### src/rtl/mem_port_arbiter.sv
// Single-port RAM arbiter for fetch and load/store with lane alignment.
// Define FETCH_STARVE_GUARD_EN to bound data-grant runs while fetch waits.
module mem_port_arbiter #(
  parameter int ADDR_W       = 32,
  parameter int RAM_LAT      = 1,
  parameter int MAX_DATA_RUN = 4
) (
  input  logic              clk,
  input  logic              rst_n,
  input  logic              if_req,
  input  logic [ADDR_W-1:0] if_addr,
  output logic [31:0]       if_rdata,
  output logic              if_done,
  output logic              if_err,
  input  logic              d_req,
  input  logic [ADDR_W-1:0] d_addr,
  input  logic [31:0]       d_wdata,
  input  logic [3:0]        d_ram_mode,
  output logic [31:0]       d_rdata,
  output logic              d_done,
  output logic              d_err,
  output logic              ram_en,
  output logic              ram_we,
  output logic [ADDR_W-1:0] ram_addr,
  output logic [3:0]        ram_be,
  output logic [31:0]       ram_wdata,
  input  logic [31:0]       ram_rdata
);

  localparam logic [2:0] S_IDLE  = 3'd0;
  localparam logic [2:0] S_ISSUE = 3'd1;
  localparam logic [2:0] S_WAIT  = 3'd2;
  localparam logic [2:0] S_CAPT  = 3'd3;
  localparam logic [2:0] S_RESP  = 3'd4;
  localparam logic [2:0] LAT_M1  = 3'(RAM_LAT - 1);

  logic [2:0]        state;
  logic [2:0]        wcnt;
  logic              sel_d;
  logic              err_q;
  logic [ADDR_W-1:0] addr_q;
  logic [3:0]        mode_q;
  logic [3:0]        be_q;
  logic [31:0]       wd_q;
  logic [31:0]       rd_q;

  logic [2:0]  f3;
  logic        st;
  logic        d_legal;
  logic        d_mis;
  logic        d_bad;
  logic        if_bad;
  logic [3:0]  d_be;
  logic [31:0] d_wd;
  logic        grant_d;
  logic        grant_f;
  logic        force_f;

  assign f3 = d_ram_mode[3:1];
  assign st = d_ram_mode[0];

  always_comb begin
    d_legal = 1'b0;
    unique case (1'b1)
      st: d_legal = (f3 == 3'b000) ||
                    (f3 == 3'b001) ||
                    (f3 == 3'b010);
      default: d_legal = (f3 != 3'b011) &&
                         (f3 != 3'b110) &&
                         (f3 != 3'b111);
    endcase
  end

  assign d_mis = (f3[1:0] == 2'b01 && d_addr[0]) ||
                 (f3[1:0] == 2'b10 && d_addr[1:0] != 2'b00);
  assign d_bad  = !d_legal || d_mis;
  assign if_bad = (if_addr[1:0] != 2'b00);

  always_comb begin
    d_be = 4'b1111;
    d_wd = d_wdata;
    unique case (1'b1)
      st && f3[1:0] == 2'b00: begin
        d_be = 4'b0001 << d_addr[1:0];
        d_wd = {4{d_wdata[7:0]}};
      end
      st && f3[1:0] == 2'b01: begin
        d_be = d_addr[1] ? 4'b1100 : 4'b0011;
        d_wd = {2{d_wdata[15:0]}};
      end
      default: ;
    endcase
  end

`ifdef FETCH_STARVE_GUARD_EN
  logic [2:0] run_q;

  assign force_f = if_req &&
                   (run_q == 3'(MAX_DATA_RUN));

  always_ff @(posedge clk or negedge rst_n) begin
    if (!rst_n) begin
      run_q <= '0;
    end else if (state == S_IDLE) begin
      if (!if_req || grant_f) begin
        run_q <= '0;
      end else if (grant_d) begin
        run_q <= run_q + 3'd1;
      end
    end
  end
`else
  assign force_f = 1'b0;
`endif

  assign grant_d = d_req && !force_f;
  assign grant_f = if_req && !grant_d;

  // Align the addressed lane to bit 0 before extension.
  logic [15:0] sh_w;
  logic [31:0] ext;

  assign sh_w = 16'(ram_rdata >> {addr_q[1:0], 3'b000});

  always_comb begin
    ext = ram_rdata;
    unique case (1'b1)
      mode_q[3:1] == 3'b000: ext = {{24{sh_w[7]}}, sh_w[7:0]};
      mode_q[3:1] == 3'b001: ext = {{16{sh_w[15]}}, sh_w};
      mode_q[3:1] == 3'b100: ext = {24'd0, sh_w[7:0]};
      mode_q[3:1] == 3'b101: ext = {16'd0, sh_w};
      default: ;
    endcase
  end

  always_ff @(posedge clk or negedge rst_n) begin
    if (!rst_n) begin
      state  <= S_IDLE;
      wcnt   <= '0;
      sel_d  <= 1'b0;
      err_q  <= 1'b0;
      addr_q <= '0;
      mode_q <= '0;
      be_q   <= '0;
      wd_q   <= '0;
      rd_q   <= '0;
    end else begin
      case (state)
        S_IDLE: begin
          if (grant_d || grant_f) begin
            sel_d <= grant_d;
            rd_q  <= '0;
            if (grant_d) begin
              addr_q <= d_addr;
              mode_q <= d_ram_mode;
              be_q   <= d_be;
              wd_q   <= d_wd;
              err_q  <= d_bad;
              state  <= d_bad ? S_RESP : S_ISSUE;
            end else begin
              addr_q <= if_addr;
              mode_q <= 4'b0100;
              be_q   <= 4'b1111;
              wd_q   <= '0;
              err_q  <= if_bad;
              state  <= if_bad ? S_RESP : S_ISSUE;
            end
          end
        end
        S_ISSUE: begin
          wcnt <= 3'd1;
          if (mode_q[0]) begin
            state <= S_RESP;
          end else if (LAT_M1 == 3'd0) begin
            state <= S_CAPT;
          end else begin
            state <= S_WAIT;
          end
        end
        S_WAIT: begin
          if (wcnt == LAT_M1) begin
            state <= S_CAPT;
          end else begin
            wcnt <= wcnt + 3'd1;
          end
        end
        S_CAPT: begin
          rd_q  <= ext;
          state <= S_RESP;
        end
        S_RESP: state <= S_IDLE;
        default: state <= S_IDLE;
      endcase
    end
  end

  assign ram_en    = (state == S_ISSUE);
  assign ram_we    = ram_en && mode_q[0];
  assign ram_addr  = {addr_q[ADDR_W-1:2], 2'b00};
  assign ram_be    = be_q;
  assign ram_wdata = wd_q;

  assign if_done  = (state == S_RESP) && !sel_d;
  assign d_done   = (state == S_RESP) && sel_d;
  assign if_err   = if_done && err_q;
  assign d_err    = d_done && err_q;
  assign if_rdata = if_done ? rd_q : '0;
  assign d_rdata  = d_done ? rd_q : '0;

endmodule

### config.mk
export PLATFORM = sky130hd
export DESIGN_NAME = mem_port_arbiter
export DESIGN_NICKNAME = d
export VERILOG_FILES = /design/src/rtl/mem_port_arbiter.sv
export SDC_FILE = /design/constraint.sdc
export NUM_CORES = 1
export LEC_CHECK = 0
export BUFFER_PORTS_ARGS = -buffer_cell sky130_fd_sc_hd__buf_2
export CAP_MARGIN = 10
export CORE_MARGIN = 5
export CORE_UTILIZATION = 52
export DETAILED_ROUTE_END_ITERATION = 8
export PLACE_DENSITY = 0.83
export SLEW_MARGIN = 20
export SYNTH_ARGS = -nofsm -noshare
export SYNTH_HDL_FRONTEND = slang
export SYNTH_SLANG_ARGS = --single-unit
### constraint.sdc
create_clock -name clk -period 4 [get_ports clk]
set_input_delay 0.6 -clock clk [delete_from_list [all_inputs] [get_ports clk]]
set_output_delay 0.6 -clock clk [all_outputs]
set_load 0.02 [all_outputs]
; Word level (Yosys, flattened, before mapping)
; Index checks and enable logic that the tools add are counted.
[classes]
addsub = 1
eq_ne = 17
shifts = 2
muxes = 23
reduce_logical = 33
[ops]
columns = cell, count
row1 = 32-bit 2-to-1 mux, 5
row2 = 32-bit one-hot mux with 2 select lines, 2
row3 = 32-bit one-hot mux with 4 select lines, 1
row4 = 32-bit by 5-bit right shift with 16-bit output, 1
row5 = 3-bit 2-to-1 mux, 7
row6 = 1-bit logical AND, 12
row7 = 3-bit zero test, 4
row8 = 4-bit 2-to-1 mux, 3
row9 = 3-bit one-hot mux with 4 select lines, 1
row10 = "3-bit by 1-bit equality test with 1-bit output, second input constant", 3
row11 = "3-bit by 2-bit equality test with 1-bit output, second input constant", 3
row12 = "3-bit equality test, second input constant", 3
row13 = 4-bit one-hot mux with 2 select lines, 1
row14 = 2-bit AND reduction, 4
row15 = 2-bit nonzero test, 4
row16 = "2-bit inequality test, second input constant", 3
row17 = "3-bit inequality test, second input constant", 2
row18 = 3-bit one-hot mux with 2 select lines, 1
row19 = 1-bit logical OR, 5
row20 = "1-bit by 2-bit left shift with 4-bit output, first input constant", 1
row21 = "3-bit by 1-bit adder with 3-bit output, second input constant", 1
row22 = 1-bit zero test, 3
row23 = "3-bit by 2-bit inequality test with 1-bit output, second input constant", 1
row24 = "2-bit by 1-bit equality test with 1-bit output, second input constant", 1
row25 = other kinds (3), 4
[totals]
ff_bits = 112
input_bits = 136
output_inout_bits = 138
elab_cells = 85

; Longest topological paths before layout
[depth]
depth_word = 10
mapped_depth = 8
ltp_nobuf = 6

; Worst setup path after synthesis
; OpenSTA, ideal clock, no wires.
[synth_path]
kind = register to output
start = register state[0]
end = output port d_rdata[22]
arrival_time_ns = 1.637
slack_ns = 1.763
stages_incl_launch_ff = 7
n_path_buf = 3
cell_sequence = dfrtp_1 > buf_2 > nor2_1 > and3_1 > clkbuf_1 > clkbuf_1 > and2_1
[synth_via]
elab_chain_cells = 3
[synth_rtl]
columns = element, line_no
row1 = start: declaration, 37  ; logic [2:0] state;
row2 = start signal: assignment, 159  ; state <= d_bad ? S_RESP : S_ISSUE;
row3 = start signal: assignment, 166  ; state <= if_bad ? S_RESP : S_ISSUE;
row4 = 3-bit equality test, 204  ; assign d_done = (state == S_RESP) && sel_d;
row5 = 1-bit logical AND, 204
row6 = named net d_done, 20  ; output logic d_done,
row7 = 32-bit 2-to-1 mux, 208  ; assign d_rdata = d_done ? rd_q : '0;
row8 = end: declaration, 19  ; output logic [31:0] d_rdata,
; The timed path passes the listed nets, and every way through them passes these cells.

; Worst setup path after layout
[layout_path]
start = register state[2]
end = output port d_rdata[2]
[layout_via]
elab_chain_cells = 3
[layout_rtl]
columns = element, line_no
row1 = 3-bit equality test, 204
row2 = 1-bit logical AND, 204
row3 = 32-bit 2-to-1 mux, 208
; No other way between the ends.

==> impl_metrics.json <==
{
  "synth_top_flop_cell": "dfrtp_1",
  "post_route_cells_drive_above_1_share": 0.350,
  "die_height_microns": 121,
  "io_buffer_count": 271,
  "synth_seq_area_share": 0.440,
  "floorplan.rows": 40,
  "post_cts.repair.setup_buffers": 0,
  "timing.setup.tns_ns": 0,
  "timing.fmax_ghz": 0.316,
  "pre_repair_dr_iteration_count": 5,
  "grt_max_degree": 112,
  "final-setup-viol-count": 0,
  "cts_root_buf": "clkbuf_16",
  "asyncSetResetFlopFracSynth": 1.00,
  "cts_num_sinks": 112,
  "netlist_area_sq_um": 6360,
  "final_nets": 1024,
  "dpl-instance-area_sq_um": 7440,
  "via_count_of_the_first_global_routing_pass": 5577,
  "cts_tree": "built",
  "avgSynthCellArea_sq_um": 9.29,
  "cts.clk_slew.worst_paths_ns": 0.07,
  "worst_setup_path_start_kind": "flop",
  "cellPowerDensity_nw_per_um2": 666,
  "grt_setup_unrepaired": "false",
  "floorplan.initialDensity": 0.530,
  "antenna_violations_before_repair": 0,
  "cts_hold_buf": 0,
  "finalInstanceArea_sq_um": 7710,
  "crit_path_end_kind": "primary output",
  "hold_viol_final": 0,
  "vias_per_cell": 5.53,
  "totalWireLength_microns": 18300,
  "finClkSkew_ns": 0.00973,
  "vdd_drop_max_mv": 0.455,
  "utilization": 0.642,
  "dpl_wire_length_microns": 13800,
  "track_usage": 0.246,
  "totalPowerFinal_mw": 5.14,
  "ys.warnings.count": 0,
  "syn2layout_area_growth_pct": 21.2,
  "fillerInstances": 1043,
  "initialDrtViolationCount": 378,
  "routabilityCongestion": 0.924,
  "cp_buf_inv_count": 1,
  "tightest_slew_ns": 1.03,
  "critPathTopFamily": "simple AND/OR/NAND/NOR gates",
  "timing.hold.worst.class": "in2async",
  "die_width_microns": 121,
  "wl_per_cell_microns": 17.7,
  "ys_ff_latch": 112,
  "required_ns": 3.40,
  "detail_route.drc_violations": 0,
  "grt_first_pass_wirelength_microns": 28800,
  "design.portCount": 274,
  "number_of_max_capacitance_violations_reported": 0,
  "timing.setup.critical_path_class": "reg2out",
  "num_vias": 5739,
  "cts_max_level": 3,
  "top_usage_layer": "met2",
  "route.antenna.remaining_nets": 0,
  "critPathArrivalTime_ns": 2.56,
  "met3_usage": 0.0547,
  "synth_cell_types": 51,
  "globalRoute.totalOverflow": 0,
  "synth_cells": 685,
  "p_leak_nw": 4.06,
  "num_antenna_cells": 0,
  "core_sq_um": 12000,
  "crit_path_max_fanout": 34,
  "use_met2": 0.424,
  "finalCriticalPeriod_ns": 3.16,
  "cts_buffer_depth": 2,
  "cts.repair.resized": 0,
  "outcome": "finished clean",
  "synth-edff-count": 0,
  "grt.met1_usage": 0.319,
  "clk-insertion-delay-late_ns": 0.34,
  "max_stage_delay_ns": 0.91,
  "drv_slew": 0,
  "placed_cells": 1022,
  "die_area_sq_um": 14600,
  "fin_cells": 1038,
  "slew_headroom": 0.311,
  "numCtsBuffers": 9,
  "path_cells": "and3_1 -> and2_1 -> buf_2",
  "cell_with_the_largest_stage_delay_on_the_worst_path": "dfrtp_1",
  "period_share": 0.791
}
cells in the final DEF (no fill, tap or decap), types with 8 or more instances in the layout:
cell type    n
clkbuf_16    9
nand2b_1     8
a21oi_1     33
dfrtp_1    112
nor2_1      25
o2bb2ai_1   17
mux2i_1     63
nand2_1     86
and2_1      71
o21ai_0     98
o211ai_2    10
a22o_1      10
inv_1        8
buf_2      270
cells by family after synthesis:
family                   after synthesis  share of synthesized area
AO/OA/AOI/OAI                        192                      0.192
adder cells (fa/ha/maj)                2                    0.00393
buffers and inverters                 95                     0.0859
flip-flops                           112                      0.440
multiplexers                          65                      0.103
other                                  1                   0.000589
AND/OR/NAND/NOR                      218                      0.174
where the power goes:
| part | internal, mW | switching, mW |
|---|---|---|
| logic | 0.775 | 1.47 |
| registers | 1.61 | 0.450 |
| clock network | 0.429 | 0.413 |
layout make-up:
class                      instances  area, sq um  area share
clock buffer                      11          233      0.0302
clock inverter                     5         38.8     0.00503
inverter                           8         30.0     0.00389
multi-input combinational        479         3030       0.393
sequential                       112         2800       0.363
tap                              147          184      0.0239
timing repair buffer             276         1400       0.181
per-layer routing:
| layer | up-vias | wire length [microns] |
|---|---|---|
| li1 | 2741 | - |
| met1 | 2713 | 7630 |
| met2 | 262 | 8960 |
| met3 | 23 | 1480 |
| met4 | 0 | 257 |
| met5 | - | 0 |
path summary, 6_finish.rpt:
kind,depth (start not counted),startpoint,slack (ns),to
max in group asynchronous,2,rst_n,2.73,addr_q[26]
min,1,rst_n,0.38,rd_q[5]
max reg2reg,4,addr_q[1],1.54,rd_q[25]
max,3,state[2],0.84,d_rdata[2]
min in group clk,2,addr_q[9],0.48,addr_q[9]
min reg2reg,2,addr_q[9],0.48,addr_q[9]
worst register-to-register path: cells and delay by family (launching register included):
kind,cells,cell delay [ns]
DFF,1,0.85
and+or+nand+nor,1,0.16
muxes,1,0.38
AOI/OAI and AO/OA,2,0.93
through the flow:
| step | hold WS (ns) | setup slack (ns) |
|---|---|---|
| 3_3_place_gp | 0.457 | 1.23 |
| 2_1_floorplan | 0.304 | 1.76 |
| 3_5_place_dp | 0.465 | 1.14 |
| 6_report | 0.384 | 0.836 |
| 4_1_cts | 0.434 | 0.769 |
| 5_1_grt | 0.473 | 0.612 |
synth_stat cells, types with 2 or more instances:
cell type / number / area share
o22ai_1: 3 / 0.0029
dfrtp_1: 112 / 0.44
nor2b_1: 3 / 0.0029
clkbuf_2: 2 / 0.0016
mux2i_1: 63 / 0.099
or2_2: 2 / 0.0020
or3_1: 2 / 0.0020
buf_4: 34 / 0.040
nand3_1: 6 / 0.0047
a22oi_1: 2 / 0.0024
nor3b_1: 2 / 0.0024
a22o_1: 10 / 0.014
ha_1: 2 / 0.0039
inv_1: 8 / 0.0047
clkbuf_1: 25 / 0.015
nand2_1: 87 / 0.051
nand2b_1: 8 / 0.0079
o211ai_2: 10 / 0.020
o2bb2ai_1: 17 / 0.023
nor2_1: 25 / 0.015
a21oi_1: 33 / 0.026
a221o_1: 2 / 0.0031
buf_2: 21 / 0.017
o211ai_1: 6 / 0.0071
o21ai_0: 98 / 0.077
buf_6: 3 / 0.0053
a221oi_1: 2 / 0.0028
and2_1: 71 / 0.070
nor3_1: 4 / 0.0031
state kept, by name, summed over array words and instances (netlist names):
name / count
addr_q: 32
ram_wdata: 32
rd_q: 32
mode_q: 4
ram_be: 4
state: 3
wcnt: 3
err_q: 1
sel_d: 1
No activity file was read; power rests on OpenSTA's default activity.
